===== src/rtl/alu_arbiter.sv =====
// Round-robin front end sharing one registered ALU between two requesters.
// One operation in flight: grant in IDLE, wait out the ALU latency in EXEC, hold the result in RESP.
module alu_arbiter #(
    parameter int unsigned N       = 8,
    parameter int unsigned ALU_LAT = 1
) (
    input  logic         clk,
    input  logic         rst,
    input  logic         req0_valid,
    output logic         req0_ready,
    input  logic [N-1:0] req0_a,
    input  logic [N-1:0] req0_b,
    input  logic [3:0]   req0_op,
    input  logic         req1_valid,
    output logic         req1_ready,
    input  logic [N-1:0] req1_a,
    input  logic [N-1:0] req1_b,
    input  logic [3:0]   req1_op,
    output logic [N-1:0] alu_a,
    output logic [N-1:0] alu_b,
    output logic [3:0]   alu_s,
    input  logic [N-1:0] alu_f,
    input  logic         alu_g,
    input  logic         alu_e,
    input  logic         alu_l,
    input  logic         alu_zero,
    input  logic         alu_carry,
    input  logic         alu_ovf,
    output logic         rsp_valid,
    input  logic         rsp_ready,
    output logic         rsp_id,
    output logic [N-1:0] rsp_f,
    output logic [5:0]   rsp_flags,
    output logic         busy
);

    localparam int unsigned CW = (ALU_LAT < 1) ? 1 : $clog2(ALU_LAT + 1);

    typedef enum logic [1:0] {StIdle, StExec, StResp} state_t;

    state_t        state_q, state_d;
    logic          last_grant_q;
    logic          id_q;
    logic [CW-1:0] cnt_q;
    logic          grant;
    logic          handshake;

    // Contested cycles go to whichever requester was not granted last.
    always_comb begin
        grant = 1'b0;
        if (req0_valid && req1_valid) begin
            grant = ~last_grant_q;
        end else if (req1_valid) begin
            grant = 1'b1;
        end
    end

    always_ff @(posedge clk or posedge rst) begin
        if (rst) begin
            state_q <= StIdle;
        end else begin
            state_q <= state_d;
        end
    end

    always_comb begin
        state_d = state_q;
        unique case (state_q)
            StIdle: if (req0_valid || req1_valid) state_d = StExec;
            StExec: if (cnt_q == '0) state_d = StResp;
            StResp: if (rsp_ready) state_d = StIdle;
            default: state_d = StIdle;
        endcase
    end

    always_comb begin
        req0_ready = 1'b0;
        req1_ready = 1'b0;
        if (state_q == StIdle) begin
            req0_ready = req0_valid && !grant;
            req1_ready = req1_valid && grant;
        end
        busy      = (state_q != StIdle);
        rsp_valid = (state_q == StResp);
    end

    assign handshake = req0_ready || req1_ready;

    always_ff @(posedge clk or posedge rst) begin
        if (rst) begin
            alu_a        <= '0;
            alu_b        <= '0;
            alu_s        <= 4'b0000;
            id_q         <= 1'b0;
            last_grant_q <= 1'b1;
            cnt_q        <= '0;
            rsp_id       <= 1'b0;
            rsp_f        <= '0;
            rsp_flags    <= '0;
        end else begin
            if (handshake) begin
                alu_a        <= grant ? req1_a : req0_a;
                alu_b        <= grant ? req1_b : req0_b;
                alu_s        <= grant ? req1_op : req0_op;
                id_q         <= grant;
                last_grant_q <= grant;
                cnt_q        <= CW'(ALU_LAT);
            end
            if (state_q == StExec) begin
                if (cnt_q == '0) begin
                    rsp_f     <= alu_f;
                    rsp_flags <= {alu_g, alu_e, alu_l, alu_zero, alu_carry, alu_ovf};
                    rsp_id    <= id_q;
                end else begin
                    cnt_q <= cnt_q - CW'(1);
                end
            end
        end
    end

endmodule


===== config.mk =====
export PLATFORM = sky130hd
export DESIGN_NAME = alu_arbiter
export DESIGN_NICKNAME = d
export VERILOG_FILES = /design/src/rtl/alu_arbiter.sv
export SDC_FILE = /design/constraint.sdc
export NUM_CORES = 1
export LEC_CHECK = 0
export ABC_AREA = 1
export BUFFER_PORTS_ARGS = -buffer_cell sky130_fd_sc_hd__buf_4
export CELL_PAD_IN_SITES_DETAIL_PLACEMENT = 1
export CELL_PAD_IN_SITES_GLOBAL_PLACEMENT = 2
export CORE_MARGIN = 2
export CORE_UTILIZATION = 23
export DETAILED_ROUTE_END_ITERATION = 10
export PLACE_DENSITY_LB_ADDON = 0.1
export SLEW_MARGIN = 20
export SYNTH_ARGS = -nofsm -noshare
export SYNTH_HDL_FRONTEND = slang
export SYNTH_SLANG_ARGS = --single-unit

===== constraint.sdc =====
create_clock -name clk -period 1.2 [get_ports clk]
set_input_delay 0 -clock clk [delete_from_list [all_inputs] [get_ports clk]]
set_output_delay 0 -clock clk [all_outputs]
set_load 0.01 [all_outputs]

=== Yosys cells after proc, flatten, opt, wreduce, memory -nomap -nowiden ===
Index checks and enable logic that the tools add are counted.

* Output and inout bits: 39
* Bits in registers: 40
* Word-level logic and storage cells: 42

* Equal/unequal tests: 5
* Multiplexer cells: 14
* Bitwise operators: 2
* Reductions and logical operators: 10
* $add $sub $neg: 1

{| class="wikitable"
|+ Operators by type and width
! cell !! number
|-
| 8-bit two-way mux || 2
|-
| 1-bit two-way mux || 7
|-
| 2-bit two-way mux || 3
|-
| 2-bit one-hot mux with 3 select lines || 1
|-
| 4-bit two-way mux || 1
|-
| 2-bit inequality test (second input constant) || 2
|-
| 1-bit logical AND || 3
|-
| 3-bit AND reduction || 1
|-
| 2-bit by 1-bit == test with 1-bit output (second input constant) || 1
|-
| 2-bit == test (second input constant) || 1
|-
| 2-bit logical NOT || 1
|-
| 1-bit logical OR || 2
|-
| 2-bit by 1-bit inequality test with 1-bit output (second input constant) || 1
|-
| 1-bit inverter || 2
|-
| 2-bit AND reduction || 1
|-
| 2-bit nonzero test || 1
|-
| 1-bit logical NOT || 1
|-
| 1-bit subtractor (second input constant) || 1
|}

=== Logic depth before layout (Yosys ltp) ===
* Depth after elaboration: 9
* Mapped depth: 6
* Gate-level depth less buffers: 5

=== Worst setup path before layout ===
No wires, ideal clock.

* Path kind: register to register
* Start point: reg last_grant_q
* End point: reg alu_a[7]
* Data arrival time: 0.988 ns
* Cell stages (with the launch flop): 7
* Library setup time: 0.117 ns
* Clock period less this slack: 1.105 ns
* Slack: 0.095 ns
* Required time: 1.083 ns
* Path buffers: 1
* Path through: dfstp_2 nand2_1 nand2_1 buf_2 nand2_1 nand3_1 nand2_1

* Cells in the longest elaborated chain, start to end: 6
* Elaborated cells between the ends (all ways): 9
* Those cells by class: mux: 4; bitwise: 1; reduce/logical: 4

{| class="wikitable"
|+ Ends and longest elaborated chain
! element !! line !! source
|-
| start, declared || 42 || <nowiki>logic last_grant_q;</nowiki>
|-
| start signal, assigned || 106 || <nowiki>last_grant_q <= grant;</nowiki>
|-
| 1-bit inverter * || 52 || <nowiki>grant = ~last_grant_q;</nowiki>
|-
| 1-bit two-way mux * || 51 || <nowiki>if (req0_valid && req1_valid) begin</nowiki>
|-
| 1-bit logical NOT || 80 || <nowiki>req0_ready = req0_valid && !grant;</nowiki>
|-
| 1-bit logical AND || 80 ||
|-
| 1-bit two-way mux || 79 || <nowiki>if (state_q == StIdle) begin</nowiki>
|-
| 1-bit logical OR || 87 || <nowiki>assign handshake = req0_ready || req1_ready;</nowiki>
|-
| end signal, assigned || 102 || <nowiki>alu_a <= grant ? req1_a : req0_a;</nowiki>
|-
| end, declared || 19 || <nowiki>output logic [N-1:0] alu_a,</nowiki>
|}

Every way passes the cells marked *; elsewhere a longest branch is shown, timed or not.
A chain may end at the register's enable or synchronous reset.

=== Worst setup path after layout ===
* Start point: reg last_grant_q
* End point: out req1_ready

* Cells in the longest elaborated chain, start to end: 4

{| class="wikitable"
|+ Ends and longest elaborated chain
! element !! line !! source
|-
| 1-bit inverter || 52 ||
|-
| 1-bit two-way mux || 51 ||
|-
| 1-bit logical AND || 81 || <nowiki>req1_ready = req1_valid && grant;</nowiki>
|-
| 1-bit two-way mux || 79 ||
|-
| end, declared || 15 || <nowiki>output logic req1_ready,</nowiki>
|}

Every way passes these cells.

==> key figures <==
Run status
  • Status: finished, violations left
  • Failing checks: setup timing

STA
  • Setup WS post-layout: -0.0776 ns
  • Fmax: 0.783 GHz
  • Fin. Hold Viols: 0
  • Max_slew headroom: between 80 and 90%
  • Period minus WS final: 1.28 ns
  • Total negative slack: -0.321 ns
  • Final Max Tran Viols: 0
  • Unrepaired setup endpoints after global routing: true
  • # setup viols final: 11
  • Clk_skew: 0.00272 ns
  • Least-Margin Pin Slew: between 0.2 and 0.25 ns
  • Final Cycle Share: 106%

Synth
  • Commonest cells post-synth: nand2_1, inv_1, nand3_1, dfrtp_1, o21ai_0
  • Synthesized area: roughly 0.0019 sq mm
  • Top post-synthesis cells by area: dfrtp_1, nand2_1, inv_1, nand3_1, o21ai_0
  • Syn. warnings: 0
  • Top-area cell type share of the netlist area: between 50% and 60%
  • Syn Nets: approximately 320
  • Asr flop ratio synth: 100%
  • Count leader, synth: nand2_1
  • Mapped Avg Cell Area: 7.42 sq um
  • Adder-Cell Fraction of Synth Area: 0%
  • Number of flops mapped to enable cells by yosys: 0
  • Post-Syn Instances: 262
  • Flops & latches, synth: 40
  • Post-synthesis compound-gate area fraction: 5.60%
  • Largest family of logic cells by synthesized area: simple AND/OR/NAND/NOR gates
  • Post-synthesis mux area share: 0%
  • Simple-gate share of the synthesized area: 27.7%
  • Top FF cell, synth: dfrtp_1
  • XOR/XNOR Fraction of Synth Area: 0%
  • Part of the Yosys area used for sequential elements: 51.5%
  • Leading area contributor after synthesis: dfrtp_1
  • Synth cell types: 15

Setup path
  • Setup CP Type: flip-flop to output port
  • Critical path's slowest cell: dfstp_2
  • Most frequent CP cell: buf_6
  • CP max stage delay: 0.56 ns
  • Req. time, crit path: approximately 1.2 ns
  • Cell Chain, Critical Path: nand2_4 -> nand2_2 -> buf_6 -> nor2_2 -> buf_6
  • CP Capture Type: output port
  • Worst Setup Start Kind: flip-flop
  • Worst Path Arrival: 1.28 ns
  • Crit Path Max Fanout: 3

Detailed routing
  • Via density: roughly 4.2
  • Post-route ant nets: 0
  • Drt wl/cell: 12.6 um
  • Drt drc: 0
  • Starting DRC count in detailed routing: 28
  • DRT Pass-1 Iters: 4
  • Drt total wl: 6200 um
  • Vias: 2054

Cells and area
  • Core Util, Final: 39.5%
  • Final non-filler cell area: 0.00325 sq mm
  • Syn-to-layout area delta: 66.9%
  • Fillcell total: 1018
  • Layout cell share with drive strength beyond 1: 33.5%
  • N_diodes: 0
  • NumNets Final: 447

Die
  • Standard-cell row count: 33
  • Die Y: 95.9 um
  • IO Pins: 98
  • Die X: approximately 96 um
  • Initial core utilization: 23.7%
  • Die area: about 0.0092 sq mm
  • Core area: 0.00822 sq mm

Power
  • Overall power: 0.00682 W
  • Worst IR Drop VDD: 0.565 mV
  • P per Cell Area: about 2100 mW/mm^2
  • Pleak: 1.87 nW

Clocking
  • Cts bufs inserted: 5
  • TritonCTS clock tree: built
  • CTS Sinks: 40
  • Deepest clock path buffer count: 2
  • Root Buffer: clkbuf_8
  • H-tree depth: 2
  • Latest clock arrival within the worst-skew pair: between 0.2 and 0.3 ns
  • CTS clk-pin slew, worst paths: 0.08 ns

Place
  • Port bufs: 97
  • Place WS: 0.0250 ns
  • Detail Placement HPWL: 4350 um
  • RePlAce Congestion: 0.708
  • Post-DP Area: roughly 0.0028 sq mm

Global routing
  • First-pass GRT wire length: roughly 10000 um
  • Largest net degree at the start of global routing: 41
  • GRT Residual Overflow: 0
  • Initial antenna violation count: 0
  • Number of global-route vias before repair: 2050
  • GRT Util Overall: 14.0%

Flow run
  • Max-cap violations: 0

Worst hold path
  • Min-delay worst type: input pin to flip-flop
[path summary, 6_finish.rpt]
check	from	endpoint	slack [ns]	cells past startpoint
setup / recovery	last_grant_q$_DFFE_PP1P_	req1_ready	-0.08	5
hold / removal	req0_b[0]	alu_b[0]$_DFFE_PP0P_	0.004	5
setup reg to reg	last_grant_q$_DFFE_PP1P_	alu_a[5]$_DFFE_PP0P_	-0.05	7
hold reg to reg	alu_a[6]$_DFFE_PP0P_	alu_a[6]$_DFFE_PP0P_	0.49	2
max in group asynchronous	rst	last_grant_q$_DFFE_PP1P_	0.63	4
min in group asynchronous	rst	rsp_flags[4]$_DFFE_PP0P_	0.30	4
[cells by family after synthesis]
kind of cell / count (synthesis)
flops: 40
compound gates: 20
simple gates: 129
buf+inv: 73
[cell usage in the layout, fill, tap and decap left out, drive strengths merged]
master | synthesis | layout
a21boi | 1 | 1
a21oi | 1 | 1
buf | 12 | 111
bufbuf | 0 | 1
clkbuf | 1 | 5
clkinv | 0 | 1
clkinvlp | 0 | 1
dfrtp | 39 | 39
dfstp | 1 | 1
dlygate4sd3 | 0 | 20
inv | 60 | 60
nand2 | 82 | 82
nand3 | 42 | 42
nor2 | 5 | 5
o21ai | 17 | 17
o31ai | 1 | 1
[metal layers]
layer / routed length [um] / GRT usage, % / vias up
li1: - / - / 1030
met1: 2730 / 17.8 / 956
met2: 3070 / 23.8 / 61
met3: 312 / 2.66 / 7
met4: 82 / 4.40 / 0
met5: 0 / 0 / -
[state kept, by name, indices dropped and copies added, names as in the netlist]
register	cells
cnt_q	1
alu_a	8
rsp_f	8
last_grant_q	1
id_q	1
state_q	2
alu_b	8
rsp_flags	6
rsp_id	1
alu_s	4
[per-stage QoR]
step | hold slack, ns | cells
global route | 0.0157 | 493
CTS | 0.0000141 | 492
detailed placement | 0.0694 | 462
finish | 0.00393 | 493
floorplan | 0.0974 | 262
global placement | 0.0551 | 462
[area by class of cell]
cell class              count  area, sq um  share of cell area (%)
inverters                  60          225                    6.94
clock buffers               5         68.8                    2.12
clock inverters             2         12.5                   0.386
multi-input cells         149          674                    20.8
repair buffers            132         1130                    34.8
well taps                 105          131                    4.05
flip-flops and latches     40         1000                    30.9
[timing repair]
item                                    4_1_cts  5_1_grt
endpoints found under the setup margin        2       23
buffers inserted                              2        0
hold buffers                                 20        0
gates resized for setup                      13        8
endpoints found under the hold margin        59        0
gates cloned                                  1        1
pin swaps                                     2        1
[critical path, delay by kind of cell (launching register included)]
kind | cells | cell delay [ns]
buffers and inverters | 2 | 0.23
flip-flops | 1 | 0.56
AND/OR/NAND/NOR | 3 | 0.20
[power breakdown]
part           internal (W)  total (W)  leakage [nW]  switching, W
clock              0.000394   0.000875        0.0400      0.000481
combinational       0.00175    0.00350          1.35       0.00175
sequential          0.00204    0.00244         0.486      0.000398
Power figures use the tool's default switching activity.
